## config.mk

```make
export PLATFORM = sky130hd
export DESIGN_NAME = booth_mult_seq
export DESIGN_NICKNAME = d
export VERILOG_FILES = /design/src/rtl/booth_mult_seq.sv
export SDC_FILE = /design/constraint.sdc
export NUM_CORES = 1
export LEC_CHECK = 0
export ABC_AREA = 1
export CAP_MARGIN = 20
export CORE_MARGIN = 5
export CORE_UTILIZATION = 40
export CTS_BUF_LIST = sky130_fd_sc_hd__clkbuf_4 sky130_fd_sc_hd__clkbuf_8
export DETAILED_ROUTE_END_ITERATION = 12
export HOLD_SLACK_MARGIN = 0.05
export PLACE_DENSITY = 0.64
export SYNTH_ARGS = -nofsm -noshare
export SYNTH_HDL_FRONTEND = slang
export SYNTH_SLANG_ARGS = --single-unit
```

## constraint.sdc

```tcl
create_clock -name clk -period 4.1 [get_ports clk]
set_clock_uncertainty 0.05 [all_clocks]
set_input_delay 0.41 -clock clk [delete_from_list [all_inputs] [get_ports clk]]
set_output_delay 0.41 -clock clk [all_outputs]
set_load 0.005 [all_outputs]
```

## src/rtl/booth_mult_seq.sv

```systemverilog
// rtl/booth_mult_seq.sv - sequential radix-2 Booth multiplier with start/busy/done handshake
// Operands are widened by one bit so one datapath serves signed and unsigned modes.
module booth_mult_seq #(
  parameter int WIDTH = 8
) (
  input  logic               clk,
  input  logic               rst,
  input  logic               start,
  input  logic               is_signed,
  input  logic [WIDTH-1:0]   multiplicand,
  input  logic [WIDTH-1:0]   multiplier,
  output logic               busy,
  output logic               done,
  output logic [2*WIDTH-1:0] product
);

  localparam int CW = $clog2(WIDTH + 2);

  typedef enum logic [1:0] {
    S_IDLE = 2'd0,
    S_RUN  = 2'd1,
    S_DONE = 2'd2
  } state_t;

  state_t               state_q, state_d;
  logic [WIDTH:0]       a_q, a_d;
  logic [WIDTH:0]       m_q, m_d;
  logic [WIDTH:0]       q_q, q_d;
  logic                 q1_q, q1_d;
  logic [CW-1:0]        cnt_q, cnt_d;
  logic [2*WIDTH-1:0]   product_q, product_d;
  logic [WIDTH:0]       a_sum;

  always_ff @(posedge clk) begin
    if (rst) begin
      state_q   <= S_IDLE;
      a_q       <= '0;
      m_q       <= '0;
      q_q       <= '0;
      q1_q      <= 1'b0;
      cnt_q     <= '0;
      product_q <= '0;
    end else begin
      state_q   <= state_d;
      a_q       <= a_d;
      m_q       <= m_d;
      q_q       <= q_d;
      q1_q      <= q1_d;
      cnt_q     <= cnt_d;
      product_q <= product_d;
    end
  end

  always_comb begin
    state_d   = state_q;
    a_d       = a_q;
    m_d       = m_q;
    q_d       = q_q;
    q1_d      = q1_q;
    cnt_d     = cnt_q;
    product_d = product_q;

    // Booth recoding of the current pair {Q[0], Q_1}
    case ({q_q[0], q1_q})
      2'b10:   a_sum = a_q - m_q;
      2'b01:   a_sum = a_q + m_q;
      default: a_sum = a_q;
    endcase

    case (state_q)
      S_IDLE: begin
        if (start) begin
          m_d     = {is_signed & multiplicand[WIDTH-1], multiplicand};
          q_d     = {is_signed & multiplier[WIDTH-1], multiplier};
          a_d     = '0;
          q1_d    = 1'b0;
          cnt_d   = CW'(WIDTH + 1);
          state_d = S_RUN;
        end
      end
      S_RUN: begin
        // Arithmetic right shift of {A, Q, Q_1}
        a_d   = {a_sum[WIDTH], a_sum[WIDTH:1]};
        q_d   = {a_sum[0], q_q[WIDTH:1]};
        q1_d  = q_q[0];
        cnt_d = cnt_q - 1'b1;
        if (cnt_q == CW'(1)) begin
          product_d = {a_d[WIDTH-2:0], q_d};
          state_d   = S_DONE;
        end
      end
      S_DONE: begin
        state_d = S_IDLE;
      end
      default: begin
        state_d = S_IDLE;
      end
    endcase
  end

  assign busy    = (state_q != S_IDLE);
  assign done    = (state_q == S_DONE);
  assign product = product_q;

endmodule
```

==> results.yml, run 1 <==
synth:
  synth-seq-cells: 49
  synth_area_per_cell_um2: 7.249
  yosysWarningCount: 0
  syn_nets: 392
  yosysSeqAreaShare_pct: 37.69
  synthArstFlopShare_pct: 0
  netlist_area_um2: 2602
  synth-main-ff-cell: "dfxtp_1"
  synth_edf_count: 0
  synth_cells: 359
  synth.distinct_cells: 32
grt:
  grt_pass1_vias: 2224
  grt_max_degree: 27
  grt_pass1_wl_um: 10260
  grt_util_all_layers_pct: 14.77
  antenna_found_initial: 0
  grt_overflow: 0
route:
  drt_wl_total_um: 5917
  dr.pass1.iters: 4
  ant_nets: 0
  wl_per_cell_um: 12.62
  drc: 0
  viasPerCell: 5.017
  vias: 2353
  drt_iter0_drc: 103
worst_setup_path:
  regToRegSetupSlack_ns: 1.68
  critPathCapture: "a_q[7]"
  worstSetupPathType: "flop to flop"
  cp.required_ns: 4.26
  cpPeakStageDelay_ns: 0.38
  slowest_stage: "dfxtp_1"
  reg2reg_from: "q_q[0]"
  arrival_ns: 2.58
  worstPathMaxFanout: 5
  start_kind: "flop"
  worst_r2r_endpoint: "a_q[7]"
  path_cells: "inv_1 -> ha_1 -> or2_2 -> xor2_1 -> ha_1 -> a21oi_1 -> o21ai_0 -> a21o_1 -> nand2_1 -> nand3_1 -> nand2_1 -> inv_1"
  endpoint_kind: "flop"
  cp-startpoint: "q_q[0]"
  ff2ff_path_depth: 12
layout:
  final_cell_mix: "107 x nand2_1, 49 x dfxtp_1, 37 x clkdlybuf4s50_1, 34 x inv_1, 33 x nand3_1"
  num_antenna_cells: 0
  stdcell_count: 469
  utilization_pct: 49.20
  layout_commonest_cell: "nand2_1"
  fillCellCount: 635
  area_delta_synth_final_pct: 20.05
  post-route-cell-area_um2: 3124
  drive_gt1_share_pct: 7.653
  nets: 424
clocking:
  root_buffer: "clkbuf_8"
  clk_pin_slew_worst_paths_ns: 0.09
  cts_resized: 0
  h-tree-depth: 2
  cts_setup_buffers: 0
  cts_tree: "yes"
  clkSinkCount: 49
  cts_buffers: 5
  clkLatencyLatePin_ns: 0.31
  ctsLongestPathBuffers: 2
  cts_hold_buf: 0
timing:
  setup_viol: 0
  tns_ns: 0
  hold_viol_final: 0
  rsz0062_at_grt: "false"
  clock.fmax_mhz: 413.7
  slew_headroom_pct: 51.70
  slew_viol_final: 0
  layout_setup_ws_ns: 1.683
  worst_slew_pin_slew_ns: 0.7237
  fin_crit_sh_pct: 58.96
  post-route-min-period_ns: 2.417
  holdWs_ns: 0.4123
floorplan:
  start_util_pct: 40.99
  coreArea_um2: 6350
  die_y_um: 90.66
  die_x_um: 90.66
  dieArea_um2: 8219
  io_pins: 38
  row_count: 29
hold_path:
  hold_path.class: "flop to flop"
placement:
  dp_hpwl_um: 4424
  dp_cells: 461
  post-place-ws_ns: 1.675
  gp_congestion: 0.9575
  io_buffers: 37
  place_area_um2: 2990
pwr:
  power_mw: 1.238
  ir_drop_mv: 0.2858
  leakage_nw: 1.390
  p_per_area_nw_per_um2: 396.3
job:
  cap_violations: 0
outcome:
  status: "completed"
## where the power goes
part / switching [mW] / internal [mW]
clock network: 0.163 / 0.242
registers: 0.0196 / 0.504
logic: 0.192 / 0.117
## per-layer routing
layer | global-route usage, % | up-vias | wire, µm
met1 | 19.22 | 1082 | 2752
met2 | 24.52 | 40 | 2849
met5 | 0 | - | 0
met4 | 4.591 | 0 | 104
li1 | - | 1222 | -
met3 | 2.833 | 9 | 211
## cell usage after synthesis, drive strengths merged (2+ instances only)
| cell type | n | share of area [%] |
|---|---|---|
| nand2 | 108 | 16 |
| dfxtp | 49 | 38 |
| inv | 41 | 6.2 |
| nand3 | 34 | 7.0 |
| nor2 | 27 | 5.7 |
| a21oi | 24 | 4.6 |
| o21ai | 20 | 4.0 |
| ha | 12 | 5.8 |
| buf | 11 | 3.0 |
| xor2 | 8 | 2.7 |
| a31oi | 6 | 1.4 |
| or2 | 4 | 0.96 |
| a221oi | 3 | 1.7 |
| nor3 | 3 | 0.58 |
| clkbuf | 2 | 0.29 |
## logic make-up (layout without fill, tap and decap cells)
group	Yosys count	in the layout	synth area share (%)
simple gates	177	177	30.19
compound gates	57	57	12.98
buf+inv	54	87	9.519
flops	49	49	37.69
fa+ha+maj	13	13	6.538
xor+xnor	8	8	2.692
mux	1	1	0.3846
## worst min path at each step
stage,end,depth (start not counted),startpoint,slack (ns)
detailed placement,product[1],2,q_q[2],0.41
floorplan,product[1],2,q_q[2],0.39
global placement,cnt_q[1],2,cnt_q[1],0.40
global route,product[4],2,product[4],0.44
CTS,product[1],2,q_q[2],0.42
finish,product[1],2,q_q[2],0.41
## area by class of cell
cell class / instances / area [µm²] / area share [%]
Multi-Input combinational cell: 256 / 1374 / 43.97
Sequential cell: 49 / 980.9 / 31.40
Timing Repair Buffer: 38 / 377.9 / 12.09
Inverter: 41 / 161.4 / 5.166
Tap cell: 77 / 96.34 / 3.084
Clock buffer: 5 / 68.82 / 2.203
Clock inverter: 3 / 65.06 / 2.082
## flip-flops by register name, summed over array words and instances (netlist names)
register  flops
q_q           9
m_q           9
state_q       2
cnt_q         4
product      16
a_q           8
q1_q          1
## worst max-delay path, delay by kind of cell (launching register included)
kind / cells / cell delay [ns]
AOI/OAI and AO/OA: 3 / 0.58
xor gates and xnor gates: 1 / 0.15
adders and majority gates: 2 / 0.58
buffers and inverters: 2 / 0.09
DFF: 1 / 0.38
and+or+nand+nor: 4 / 0.50
Note: power is estimated with default switching activity, not from simulation.
==> run 2, diff against run 1 <==
PLACE_DENSITY = 0.66   (was 0.64)
clock period = 2.13 ns   (was 4.1 ns; I/O delays follow)
==> results.yml, run 2 (same netlist as run 1, synthesis figures left out) <==
clocking:
  cts_buffers: 5
  clk_pin_slew_worst_paths_ns: 0.08
  cts_hold_buf: 0
  clkSinkCount: 49
  clkLatencyLatePin_ns: 0.30
  cts_tree: "yes"
  h-tree-depth: 2
  root_buffer: "clkbuf_8"
  ctsLongestPathBuffers: 2
timing:
  rsz0062_at_grt: "true"
  hold_viol_final: 0
  fin_crit_sh_pct: 102.3
  slew_viol_final: 0
  post-route-min-period_ns: 2.179
  worst_slew_pin_slew_ns: 0.5354
  slew_headroom_pct: 64.23
  clock.fmax_mhz: 458.9
  setup_viol: 4
  layout_setup_ws_ns: -0.04934
layout:
  utilization_pct: 53.81
  post-route-cell-area_um2: 3417
  layout_commonest_cell: "nand2_1"
  num_antenna_cells: 0
  final_cell_mix: "100 x nand2_1, 47 x dfxtp_1, 37 x clkdlybuf4s50_1, 30 x nand3_1, 28 x inv_1"
  nets: 447
  drive_gt1_share_pct: 20.48
  largest_register_ffs: 16
  stdcell_count: 492
  area_delta_synth_final_pct: 31.30
  fillCellCount: 588
pwr:
  ir_drop_mv: 0.4330
  seqPwrFrac_pct: 42.7
  p_sw_mw: 0.7713
  combPwrFrac_pct: 33.9
  p_int_mw: 1.600
  p_per_area_nw_per_um2: 694.0
  clkPwrFrac_pct: 23.4
  leakage_nw: 1.509
  p_sw_share_pct: 32.52
grt:
  grt_util_all_layers_pct: 15.50
  antenna_found_initial: 0
  grt_overflow: 0
  grt_pass1_wl_um: 10650
  grt_pass1_vias: 2193
  grt_max_degree: 25
worst_setup_path:
  reg2reg_from: "q_q[0]"
  regToRegSetupSlack_ns: -0.05
  ff2ff_path_depth: 17
  worst_r2r_endpoint: "a_q[5]"
  cpPeakStageDelay_ns: 0.34
  worstSetupPathType: "flop to flop"
  cp.required_ns: 2.32
  slowest_stage: "dfxtp_2"
  worstPathMaxFanout: 4
  crit_top_cell: "nand2_1"
  crit_family: "simple AND/OR/NAND/NOR gates"
  path_cells: "inv_2 -> ha_4 -> inv_4 -> buf_6 -> nand2_4 -> xor2_2 -> ha_1 -> buf_4 -> nand2_2 -> inv_1 -> nand2_2 -> nand3_1 -> nand2_1 -> nand3_1 -> nand2_1 -> nand2_1 -> a21oi_1"
  start_kind: "flop"
  endpoint_kind: "flop"
  arrival_ns: 2.37
  cp.buffers_inverters: 5
floorplan:
  start_util_pct: 40.99
  row_count: 29
  die_y_um: 90.66
  die_x_um: 90.66
  dieArea_um2: 8219
  coreArea_um2: 6350
  io_pins: 38
route:
  dr.pass1.iters: 4
  vias: 2461
  drt_wl_total_um: 6325
  viasPerCell: 5.002
  wl_per_cell_um: 12.86
  ant_nets: 0
  drt_iter0_drc: 213
  drc: 0
placement:
  place_area_um2: 3137
  io_buffers: 37
  dp_cells: 479
  dp_hpwl_um: 4492
  post-place-ws_ns: -0.1667
  gp_congestion: 0.9129
outcome:
  failed_checks: "negative setup slack"
  status: "finished with violations"
hold_path:
  holdPathStages: 2
  hp-start: "cnt_q[1]"
  hold_end: "cnt_q[1]"
  hold_path.class: "flop to flop"
job:
  cap_violations: 0
==> run 2: how the worst max path moves through the flow <==
| stage | startpoint | end | slack [ns] | depth (start not counted) |
|---|---|---|---|---|
| after global placement | q_q[0] | product[15] | -0.18 | 17 |
| after floorplan | q_q[0] | product[15] | 0.03 | 15 |
| after detailed placement | q_q[0] | product[15] | -0.17 | 17 |
| final | q_q[0] | a_q[5] | -0.05 | 17 |
| after global routing | m_q[0] | product[15] | -0.21 | 16 |
| after CTS | q_q[0] | product[15] | -0.01 | 17 |
==> run 2: cell type report <==
cell class	count	area [µm²]	share of cell area [%]
timing repair buffer	61	554.3	16.22
inverter	41	166.4	4.870
clock buffer	8	91.34	2.673
sequential	49	983.4	28.78
multi-input combinational	256	1525	44.64
tap	77	96.34	2.819
==> run 2: worst min-delay path, delay by kind of cell (launching register included) <==
family,cells,cell delay (ns)
DFF,1,0.32
and+or+nand+nor,1,0.06
AOI/OAI and AO/OA,1,0.05
==> run 2: layer usage <==
| layer | GRT usage, % | share of wire (%) |
|---|---|---|
| met1 | 20.20 | 44 |
| met2 | 26.09 | 52 |
| met3 | 3.333 | 4.0 |
| met4 | 3.474 | 0.81 |
| met5 | 0 | 0 |
==> run 2: repair_timing <==
item / CTS / global route
pin swaps: 15 / 10
endpoints found under the setup margin: 9 / 13
gates resized for setup: 27 / 14
buffers inserted: 4 / 1
==> run 2: stage by stage <==
stage / TNS [ns] / hold slack, ns / total power, mW
after global routing: -1.192 / 0.4365 / 2.535
after floorplan: 0 / 0.2981 / 1.488
final: -0.1355 / 0.4150 / 2.372
after detailed placement: -0.6134 / 0.4086 / 1.697
after global placement: -0.6391 / 0.4015 / 1.694
after CTS: -0.01669 / 0.4188 / 2.363
==> run 2: power by group through the flow <==
stage / registers (mW) / clock network, mW / logic, mW
2_1_floorplan: 1.02 / 0 / 0.467
6_report: 1.01 / 0.555 / 0.804
3_5_place_dp: 1.03 / 0 / 0.669
3_3_place_gp: 1.03 / 0 / 0.667
5_1_grt: 1.02 / 0.618 / 0.897
4_1_cts: 1.01 / 0.581 / 0.773
==> run 3, diff against run 2 <==
--- a/constraint.sdc
+++ b/constraint.sdc
@@ -4,2 +4,2 @@
 set_output_delay 0.213 -clock clk [all_outputs]
-set_load 0.005 [all_outputs]
+set_load 0.1 [all_outputs]
==> results.yml, run 3 (same netlist as run 1, synthesis figures left out) <==
timing:
  clock.fmax_mhz: 474.6
  post-route-min-period_ns: 2.107
  worst_slew_pin_slew_ns: 0.5302
  fin_crit_sh_pct: 98.91
  setup_viol: 0
  hold_viol_final: 0
  slew_viol_final: 0
  slew_headroom_pct: 64.57
  rsz0062_at_grt: "true"
  tns_ns: 0
route:
  drc: 0
  dr.pass1.iters: 4
  ant_nets: 0
  drt_wl_total_um: 6385
  wl_per_cell_um: 13.00
  drt_iter0_drc: 126
  vias: 2519
  viasPerCell: 5.130
grt:
  grt_max_degree: 25
  grt_util_all_layers_pct: 15.55
  grt_overflow: 0
  grt_pass1_wl_um: 10910
  antenna_found_initial: 0
  grt_pass1_vias: 2390
clocking:
  h-tree-depth: 2
  cts_tree: "yes"
  root_buffer: "clkbuf_8"
  ctsLongestPathBuffers: 2
  clkSinkCount: 49
  clk_pin_slew_worst_paths_ns: 0.09
  cts_buffers: 5
  clkLatencyLatePin_ns: 0.30
  cts_hold_buf: 0
layout:
  fillCellCount: 581
  area_delta_synth_final_pct: 30.00
  num_antenna_cells: 0
  post-route-cell-area_um2: 3383
  nets: 446
  utilization_pct: 53.28
  layout_commonest_cell: "nand2_1"
  drive_gt1_share_pct: 26.57
  final_cell_mix: "100 x nand2_1, 44 x dfxtp_1, 40 x buf_4, 30 x nand3_1, 25 x inv_1"
  largest_register_ffs: 16
placement:
  place_area_um2: 3092
  gp_congestion: 0.9157
  dp_hpwl_um: 4581
  io_buffers: 37
floorplan:
  row_count: 29
  coreArea_um2: 6350
  io_pins: 38
  die_x_um: 90.66
  die_y_um: 90.66
  dieArea_um2: 8219
  start_util_pct: 40.99
worst_setup_path:
  worstPathMaxFanout: 4
  endpoint_kind: "flop"
  cp.required_ns: 2.29
  worstSetupPathType: "flop to flop"
  arrival_ns: 2.26
  start_kind: "flop"
outcome:
  status: "completed"
pwr:
  combPwrFrac_pct: 35.1
  p_per_area_nw_per_um2: 719.1
  p_int_mw: 1.597
  seqPwrFrac_pct: 41.8
  clkPwrFrac_pct: 23.1
  power_mw: 2.433
  leakage_nw: 1.536
  ir_drop_mv: 0.5041
  p_sw_share_pct: 34.38
  p_sw_mw: 0.8364
job:
  cap_violations: 0
hold_path:
  hold_path.class: "flop to flop"
-- run 3: changes by cell type in the layout (fill, tap and decap cells not counted), sizes merged --
cell and change:
clkdlybuf4s50 -18, buf +17
-- run 3: power by group through the flow --
stage | registers (mW) | clock network (mW) | logic [mW]
after floorplan | 1.05 | 0 | 0.493
after global placement | 1.03 | 0 | 0.722
after detailed placement | 1.03 | 0 | 0.724
after CTS | 1.01 | 0.573 | 0.766
after global routing | 1.02 | 0.609 | 0.949
final | 1.02 | 0.563 | 0.853
-- run 3: layout make-up --
type / count / area [µm²] / share of cell area (%)
clock buffer: 8 / 91.34 / 2.700
inverter: 41 / 168.9 / 4.993
multi-input combinational: 256 / 1538 / 45.45
sequential: 49 / 987.2 / 29.18
tap: 77 / 96.34 / 2.848
timing repair buffer: 60 / 501.7 / 14.83
-- run 3: what timing repair did --
action,CTS,global route
hold endpoints to repair,0,0
resized for setup,24,24
pin swaps,12,16
buffers inserted,1,4
setup endpoints to repair,12,13
-- run 3: critical path, cell delays in order, from the launching register on --
cell and delay (ns):
dfxtp_2 0.34, inv_2 0.04, ha_4 0.17, inv_4 0.06, buf_6 0.10, o21ai_2 0.05
xor2_1 0.16, ha_1 0.34, nand2_2 0.11, inv_2 0.04, a21oi_2 0.14, nand2_1 0.06
nand2_1 0.07, nand3_2 0.08, nand2_1 0.08, nand2_1 0.05, nand2_1 0.05, inv_1 0.03
-- run 3: path summary, 6_finish.rpt --
kind,start,to,slack (ns),cells past startpoint
min,product[14],product[14],0.42,2
min reg2reg,product[14],product[14],0.42,2
max,q_q[0],product[15],0.02,17
max reg2reg,q_q[0],product[15],0.02,17
-- run 3: through the flow --
stage | hold WS, ns | cells | setup slack [ns]
after floorplan | 0.2981 | 359 | 0.02973
after global placement | 0.4016 | 479 | -0.1571
after detailed placement | 0.4133 | 479 | -0.1615
after CTS | 0.4263 | 488 | -0.01942
after global routing | 0.4455 | 491 | -0.1691
final | 0.4221 | 491 | 0.02312
-- run 3: layer usage --
metal | up-vias | global-route usage [%] | share of wire, %
met5 | - | 0 | 0
met4 | 0 | 3.970 | 1.0
met3 | 8 | 2.250 | 2.7
met2 | 44 | 27.48 | 51
met1 | 1197 | 19.64 | 46
li1 | 1270 | - | -
